### src/rtl/mem_port_arbiter.sv
// rtl/mem_port_arbiter.sv - IF/LSU arbiter for a shared single-port memory with owner-tagged read return.
// Optional IF starvation guard: define MEM_ARB_STARVE_GUARD_EN.
module mem_port_arbiter #(
   parameter int AW         = 32,
   parameter int DW         = 32,
   parameter int RD_LAT     = 1,
   parameter int MAX_STARVE = 4
) (
   input  logic            i_clk,
   input  logic            i_reset,
   input  logic            i_if_req,
   input  logic [AW-1:0]   i_if_addr,
   output logic            o_if_gnt,
   output logic            o_if_rvalid,
   output logic [DW-1:0]   o_if_rdata,
   input  logic            i_ls_req,
   input  logic            i_ls_we,
   input  logic [AW-1:0]   i_ls_addr,
   input  logic [DW-1:0]   i_ls_wdata,
   input  logic [DW/8-1:0] i_ls_bmask,
   output logic            o_ls_gnt,
   output logic            o_ls_rvalid,
   output logic [DW-1:0]   o_ls_rdata,
   output logic            o_mem_en,
   output logic            o_mem_we,
   output logic [AW-1:0]   o_mem_addr,
   output logic [DW-1:0]   o_mem_wdata,
   output logic [DW/8-1:0] o_mem_bmask,
   input  logic [DW-1:0]   i_mem_rdata
);

   localparam int BW = DW / 8;

   generate
      if (RD_LAT < 1 || RD_LAT > 4) begin : g_bad_rd_lat
         $error("mem_port_arbiter: RD_LAT must be in 1..4");
      end
      if (DW % 8 != 0) begin : g_bad_dw
         $error("mem_port_arbiter: DW must be a multiple of 8");
      end
      if (MAX_STARVE < 1 || MAX_STARVE > 7) begin : g_bad_starve
         $error("mem_port_arbiter: MAX_STARVE must fit the 3-bit starve counter (1..7)");
      end
   endgenerate

   logic              if_gnt;
   logic              ls_gnt;
   logic              force_if;
   logic [AW-1:0]     addr_q, addr_d;
   logic [DW-1:0]     wdata_q, wdata_d;
   logic [BW-1:0]     bmask_q, bmask_d;
   logic [RD_LAT-1:0] tag_vld_q, tag_vld_d;
   logic [RD_LAT-1:0] tag_own_q, tag_own_d;
   logic              if_rvalid_q, if_rvalid_d;
   logic              ls_rvalid_q, ls_rvalid_d;
   logic [DW-1:0]     if_rdata_q, if_rdata_d;
   logic [DW-1:0]     ls_rdata_q, ls_rdata_d;

`ifdef MEM_ARB_STARVE_GUARD_EN
   logic [2:0] starve_q, starve_d;

   assign force_if = i_if_req && (starve_q == 3'(MAX_STARVE));

   always_comb begin
      starve_d = starve_q;
      if (!i_if_req || if_gnt) begin
         starve_d = 3'd0;
      end else if (ls_gnt && starve_q != 3'd7) begin
         starve_d = starve_q + 3'd1;
      end
   end
`else
   assign force_if = 1'b0;
`endif

   // Grants are gated by reset so every output reads 0 while reset is held.
   always_comb begin
      ls_gnt = !i_reset && i_ls_req && !force_if;
      if_gnt = !i_reset && i_if_req && !ls_gnt;
   end

   always_comb begin
      addr_d  = addr_q;
      wdata_d = wdata_q;
      bmask_d = bmask_q;
      if (ls_gnt) begin
         addr_d  = i_ls_addr;
         wdata_d = i_ls_wdata;
         bmask_d = i_ls_bmask;
      end else if (if_gnt) begin
         addr_d  = i_if_addr;
         wdata_d = '0;
         bmask_d = '1;
      end
   end

   // Tag stage 0 lines up with the memory's first output cycle; the tail lines up with i_mem_rdata.
   always_comb begin
      tag_vld_d    = '0;
      tag_own_d    = '0;
      tag_vld_d[0] = if_gnt || (ls_gnt && !i_ls_we);
      tag_own_d[0] = ls_gnt;
      for (int i = 1; i < RD_LAT; i++) begin
         tag_vld_d[i] = tag_vld_q[i-1];
         tag_own_d[i] = tag_own_q[i-1];
      end
   end

   always_comb begin
      if_rvalid_d = tag_vld_q[RD_LAT-1] && !tag_own_q[RD_LAT-1];
      ls_rvalid_d = tag_vld_q[RD_LAT-1] &&  tag_own_q[RD_LAT-1];
      if_rdata_d  = if_rvalid_d ? i_mem_rdata : if_rdata_q;
      ls_rdata_d  = ls_rvalid_d ? i_mem_rdata : ls_rdata_q;
   end

   always_ff @(posedge i_clk or posedge i_reset) begin
      if (i_reset) begin
         addr_q      <= '0;
         wdata_q     <= '0;
         bmask_q     <= '0;
         tag_vld_q   <= '0;
         tag_own_q   <= '0;
         if_rvalid_q <= 1'b0;
         ls_rvalid_q <= 1'b0;
         if_rdata_q  <= '0;
         ls_rdata_q  <= '0;
`ifdef MEM_ARB_STARVE_GUARD_EN
         starve_q    <= 3'd0;
`endif
      end else begin
         addr_q      <= addr_d;
         wdata_q     <= wdata_d;
         bmask_q     <= bmask_d;
         tag_vld_q   <= tag_vld_d;
         tag_own_q   <= tag_own_d;
         if_rvalid_q <= if_rvalid_d;
         ls_rvalid_q <= ls_rvalid_d;
         if_rdata_q  <= if_rdata_d;
         ls_rdata_q  <= ls_rdata_d;
`ifdef MEM_ARB_STARVE_GUARD_EN
         starve_q    <= starve_d;
`endif
      end
   end

   assign o_if_gnt    = if_gnt;
   assign o_ls_gnt    = ls_gnt;
   assign o_mem_en    = if_gnt || ls_gnt;
   assign o_mem_we    = ls_gnt && i_ls_we;
   assign o_mem_addr  = addr_d;
   assign o_mem_wdata = wdata_d;
   assign o_mem_bmask = bmask_d;
   assign o_if_rvalid = if_rvalid_q;
   assign o_ls_rvalid = ls_rvalid_q;
   assign o_if_rdata  = if_rdata_q;
   assign o_ls_rdata  = ls_rdata_q;

endmodule

### config.mk
export PLATFORM = sky130hd
export DESIGN_NAME = mem_port_arbiter
export DESIGN_NICKNAME = d
export VERILOG_FILES = /design/src/rtl/mem_port_arbiter.sv
export SDC_FILE = /design/constraint.sdc
export NUM_CORES = 1
export LEC_CHECK = 0
export BUFFER_PORTS_ARGS = -buffer_cell sky130_fd_sc_hd__buf_2
export CORE_MARGIN = 5
export CORE_UTILIZATION = 46
export DETAILED_ROUTE_END_ITERATION = 7
export PLACE_DENSITY = 0.79
export SLEW_MARGIN = 0
export SYNTH_ARGS = -nofsm -noshare
export SYNTH_HDL_FRONTEND = slang
export SYNTH_SLANG_ARGS = --single-unit
### constraint.sdc
create_clock -name i_clk -period 10.75 [get_ports i_clk]
set_clock_uncertainty 0.15 [all_clocks]
set_input_delay 0.5375 -clock i_clk [delete_from_list [all_inputs] [get_ports i_clk]]
set_output_delay 0.5375 -clock i_clk [all_outputs]
set_load 0.02 [all_outputs]
==> results of run 1 <==
-- placed cells by master (no fill, tap or decap) --
cell,count
clkinv_2,3
o21bai_4,1
dfrtp_1,136
clkbuf_8,5
clkbuf_1,1
buf_4,5
nand2_1,1
a21oi_1,1
and2_1,1
clkinv_4,3
buf_2,274
inv_6,1
clkbuf_16,17
nand2b_1,2
inv_1,34
o22a_1,4
inv_2,2
nor4b_1,32
mux2_2,64
a22o_1,32
clkinvlp_4,2
a211oi_1,32
inv_4,1
nor3b_1,33
-- layout make-up --
type | instances | share of cell area
flip-flops and latches | 136 | 0.451
repair buffers | 279 | 0.187
well taps | 147 | 0.0244
clock buffers | 23 | 0.0659
multi-input cells | 203 | 0.245
clock inverters | 9 | 0.00862
inverters | 37 | 0.0187
-- cells by family after synthesis --
family          Yosys count  synth area share
compound gates           70             0.102
buf+inv                  71            0.0563
flops                   136             0.613
mux                      64             0.130
simple gates             69            0.0991
-- power breakdown --
part           internal [mW]  switching [mW]
registers              0.595          0.0359
logic                  0.141           0.218
clock network          0.326           0.210
total                   1.06           0.464
-- per-stage QoR --
step                setup WS [ns]  hold WS, ns
floorplan                    6.08        0.458
global placement             7.61        0.319
detailed placement           7.47        0.324
CTS                          7.48        0.163
global route                 7.31        0.180
finish                       7.47        0.179
-- path summary, 6_finish.rpt --
path	to	slack (ns)	cells after the start
setup reg to reg	o_ls_rdata[16]	9.25	3
hold reg to reg	bmask_q[0]	0.34	1
setup / recovery	o_mem_wdata[0]	7.47	5
min in group asynchronous	wdata_q[2]	0.48	3
max in group asynchronous	o_ls_rdata[16]	8.46	4
hold / removal	tag_vld_q	0.18	2
-- registers in the layout (all words and copies together) (netlist names), 4 cells and up --
signal and flops:
o_ls_rdata 32, o_if_rdata 32, addr_q 32, bmask_q 4, wdata_q 32
-- critical path, delay by kind of cell --
family / cells / cell delay [ns]
buffers and inverters: 3 / 1.48
and+or+nand+nor: 1 / 0.30
AOI/OAI and AO/OA: 1 / 0.27
-- per-layer routing --
metal / routed length, um / vias up / track usage
li1: - / 2026 / -
met1: 5770 / 2150 / 0.244
met2: 7280 / 211 / 0.347
met3: 1330 / 24 / 0.0773
met4: 263 / 4 / 0.0787
met5: 30 / - / 0
==> run summary, run 1 <==
Outcome: finished, final reports clean
Placed instance area: 6990 um^2
Cell Area, Synth: 5560 um^2
Largest net degree at the start of global routing: 88
CP max stage cell: buf_2
Slew HR: 0.285
Crit-path cells: buf_2 -> nand2b_1 -> inv_2 -> a22o_1 -> buf_2
GRT Total Usage: 0.208
Yosys cell types: 18
Min-Delay Path Class: input pin to flip-flop
Clk root buf: clkbuf_16
Ports: 275
Worst R2R Start: tag_own_q
Initial antenna violation count: 2
Crit. Startpoint: i_ls_req
CP dominant cell by count: buf_2
Req. time, crit path: 10.06 ns
Hold Buf Count CTS: 0
Vias in the first global route: 4698
Synth warnings: 0
FF/Latch Area: 3400 um^2
Die Y: 120 um
Max Clk Rate: 0.305 GHz
Final setup violation count: 0
Mapped Cells: 410
Seq cells post-synth: 136
Die Wd: 120 um
Tot Pwr: 1.53 mW
Final Util: 0.634
Nets: 811
DRT Pass-1 Iters: 5
Register area share after synthesis: 0.613
Per-cell routed wire length: 17.6 um
I/O Buffers: 274
Vias: 4415
Area Overhead vs Synth: 35.9%
Critical Path Max Stage Delay: 0.76 ns
Post-Route WL: 14700 um
CTS Sinks: 136
Pwr Density: 202 nW/um^2
Final TNS setup: 0 ns
Unrepaired setup endpoints after global routing: no
Core ar.: 11900 um^2
Worst-path maximum fanout: 68
Cell Rows: 40
# resized after CTS: 0
Number of flops mapped to enable cells by yosys: 0
Clock buffer depth: 2
Max Cap Viol: 0
Crit path kind: input pin to primary output
# placed instances: 802
Peak supply drop: 0.132 mV
Post-Layout Cell Count: 834
Leakage: 3.77 nW
Vias per cell: 5.29
Crit share post-route: 0.305
Final ANT Viol Nets: 0
Least-Margin Pin Slew: 1.07 ns
Post-route minimum period: 3.28 ns
Initial Util: 0.466
Area of the multi-input gates: 1850 um^2
Syn nets: 547
Post-CTS setup buffers: 0
Mapped Avg Cell Area: 13.5 um^2
Worst EP arrival: 2.60 ns
Final Hold Viols: 0
Grt ovf: 0
Cell taking the most area after synthesis: dfrtp_1
Initial DRC count: 325
Remaining DRCs: 0
Fillers: 945
H-tree levels: 4
Ys flop type: dfrtp_1
Num CTS Buffers: 17
Worst-Skew Late Latency: 0.40 ns
Yosys top cell area share: 0.613
Top post-synthesis cells by area: dfrtp_1, mux2_2, a22o_1
Top cells by count, synth: dfrtp_1, mux2_2, inv_1
Die area: 14400 um^2
Detailed placer's ending HPWL: 10800 um
Min-delay src: i_ls_we
Crit path capture type: primary output
Global-route wire length before repair: 23600 um
Worst-path clk slew: 0.05 ns
Max-slew violation count: 0
Design Area, Final: 7550 um^2
ANT cells: 0
Layout cell share with drive strength beyond 1: 0.550
Gpl congestion: 0.802
FFs w/ async S/R, synth: 1.00
Critical path launch point type: input pin
Count leader, synth: dfrtp_1
CTS tree: done
(Power assumes the default switching activity.)
==> run 2: changes to the inputs <==
Clock period 10.75 ns to 3.2 ns, I/O delays scaled along.
==> run 2 against run 1 <==
Net effect:
- global-route usage increased by 4.2 points
- critical path depth is the same
- critical path type unchanged
- setup slack worse by 6.7 ns
- non-clock buffer count rose by 89
- clock-buffer cell count is 4 lower
- largest power group unchanged
- hold slack got worse by 0.16 ns
- core utilization grew 7.5 points
- cell count grew 11%
==> run summary, run 2 (synthesis results as in run 1) <==
Crit path capture type: primary output
Crit. Startpoint: i_ls_req
GRT Total Usage: 0.250 (+0.0422)
Largest net degree at the start of global routing: 51 (-42%)
Die Y: 120 um (unchanged)
Leakage: 4.14 nW (+10%)
Max-slew violation count: 0 (unchanged)
# placed instances: 805 (+0.37%)
Num CTS Buffers: 17 (unchanged)
# resized after CTS: 0 (unchanged)
Final ANT Viol Nets: 0 (unchanged)
Hold Crit Depth: 3 (+1)
Max Cap Viol: 0 (unchanged)
Nets: 900 (+11%)
Initial DRC count: 351 (+8.0%)
Initial antenna violation count: 1 (-1)
Tot Pwr: 5.25 mW (+240%)
Worst EP arrival: 2.12 ns (-0.48 ns)
Vias per cell: 5.33 (+0.74%)
Commonest non-fill, non-tap cell in the layout: buf_2
Remaining DRCs: 0 (unchanged)
Final Util: 0.709 (+0.0749)
CTS tree: done
I/O Buffers: 274 (unchanged)
FF/Latch Area: 3400 um^2 (unchanged)
RR Endpoint: o_if_rdata[17]
Post-route minimum period: 2.43 ns
Area of the multi-input gates: 1850 um^2 (unchanged)
Crit path kind: input pin to primary output
Cell Rows: 40 (unchanged)
Clock buffer depth: 2 (unchanged)
CTS Sinks: 136 (unchanged)
Final TNS setup: 0 ns (unchanged)
Commonest non-fill, non-tap cells in the layout: buf_2, dfrtp_1, dlygate4sd3_1
Die area: 14400 um^2 (unchanged)
Worst-case reg-to-reg path depth: 3 (unchanged)
H-tree levels: 4 (unchanged)
Final Hold Viols: 0 (unchanged)
Crit share post-route: 0.758
Initial Util: 0.466 (unchanged)
Pwr Density: 622 nW/um^2 (+210%)
CP endpoint: o_mem_wdata[20]
Least-Margin Pin Slew: 1.00 ns (-0.0730 ns)
Peak supply drop: 0.376 mV (+180%)
Max Clk Rate: 0.412 GHz
ANT cells: 0 (unchanged)
Req. time, crit path: 2.89 ns (-7.17 ns)
Vias: 4917 (+11%)
Post-Layout Cell Count: 922 (+11%)
Core ar.: 11900 um^2 (unchanged)
Die Wd: 120 um (unchanged)
Clk root buf: clkbuf_16
Worst-Skew Late Latency: 0.40 ns (about the same)
Grt ovf: 0 (unchanged)
Detailed placer's ending HPWL: 11400 um (+5.3%)
Vias in the first global route: 5289 (+13%)
Global-route wire length before repair: 28200 um (+20%)
Outcome: finished, final reports clean
Layout cell share with drive strength beyond 1: 0.490 (-0.0599)
Final setup violation count: 0 (unchanged)
Worst-path clk slew: 0.06 ns (about the same)
Worst-path maximum fanout: 40 (-41%)
Area Overhead vs Synth: 52.0%
Worst R2R Start: tag_vld_q
Ports: 275 (unchanged)
Min-Delay Path Class: input pin to flip-flop
Gpl congestion: 0.821 (+2.3%)
Unrepaired setup endpoints after global routing: no
Fillers: 768 (-19%)
Slew HR: 0.331 (+0.0469)
Reg2reg setup slack: 1.70 ns (-7.55 ns)
Per-cell routed wire length: 19.3 um (+9.4%)
Post-Route WL: 17800 um (+21%)
Critical path launch point type: input pin
DRT Pass-1 Iters: 4 (-1)
==> run 2: cell count changes in the layout (fill, tap and decap cells not counted) <==
cell,previous run,this run
bufinv_16,0,1
buf_12,0,2
clkinv_2,3,6
inv_4,1,0
buf_4,5,6
dlygate4sd3_1,0,86
clkbuf_8,5,1
==> run 2: power by group <==
part	switching, mW	internal, mW
Combinational	0.783	0.548
Sequential	0.129	2.00
Clock	0.715	1.08
Total	1.63	3.63
==> run 2: how the worst min path moves through the flow <==
stage          slack [ns]          start         end
2_1_floorplan         0.1        i_ls_we   tag_vld_q
3_3_place_gp         0.21        i_ls_we   tag_vld_q
3_5_place_dp         0.21        i_ls_we   tag_vld_q
4_1_cts             0.005   i_ls_addr[0]   addr_q[0]
5_1_grt              0.03   i_ls_addr[4]   addr_q[4]
6_report             0.02  i_ls_addr[12]  addr_q[12]
==> run 2: worst max-delay path, stage by stage <==
cell and delay [ns]:
buf_2 0.23, o21bai_4 0.82, buf_4 0.45, a22o_1 0.23, buf_2 0.21
==> run 2: stage by stage <==
stage | hold slack, ns | setup slack [ns] | area [um^2]
after floorplan | 0.0955 | 0.836 | 5560
after global placement | 0.211 | 0.943 | 7040
after detailed placement | 0.206 | 0.840 | 7040
after CTS | 0.00502 | 0.839 | 8440
after global routing | 0.0282 | 0.638 | 8440
final | 0.0204 | 0.774 | 8440
==> run 2: layout make-up <==
cell class                 count  area share
tap                          147      0.0218
sequential                   136       0.403
inverter                      37      0.0169
clock buffer                  19      0.0525
timing repair buffer         368       0.274
multi-input combinational    203       0.219
clock inverter                12      0.0122
==> run 2: layer usage <==
layer	share of wire	vias up	global-route usage
met2	0.51	289	0.425
met4	0.028	2	0.0909
met1	0.38	2378	0.298
li1	-	2206	-
met3	0.086	42	0.0796
met5	0.0010	-	0
==> run 2: what timing repair did <==
action,CTS,global route
hold endpoints to repair,118,0
endpoints found under the setup margin,0,0
hold buffers,86,0
setup buffers,0,0
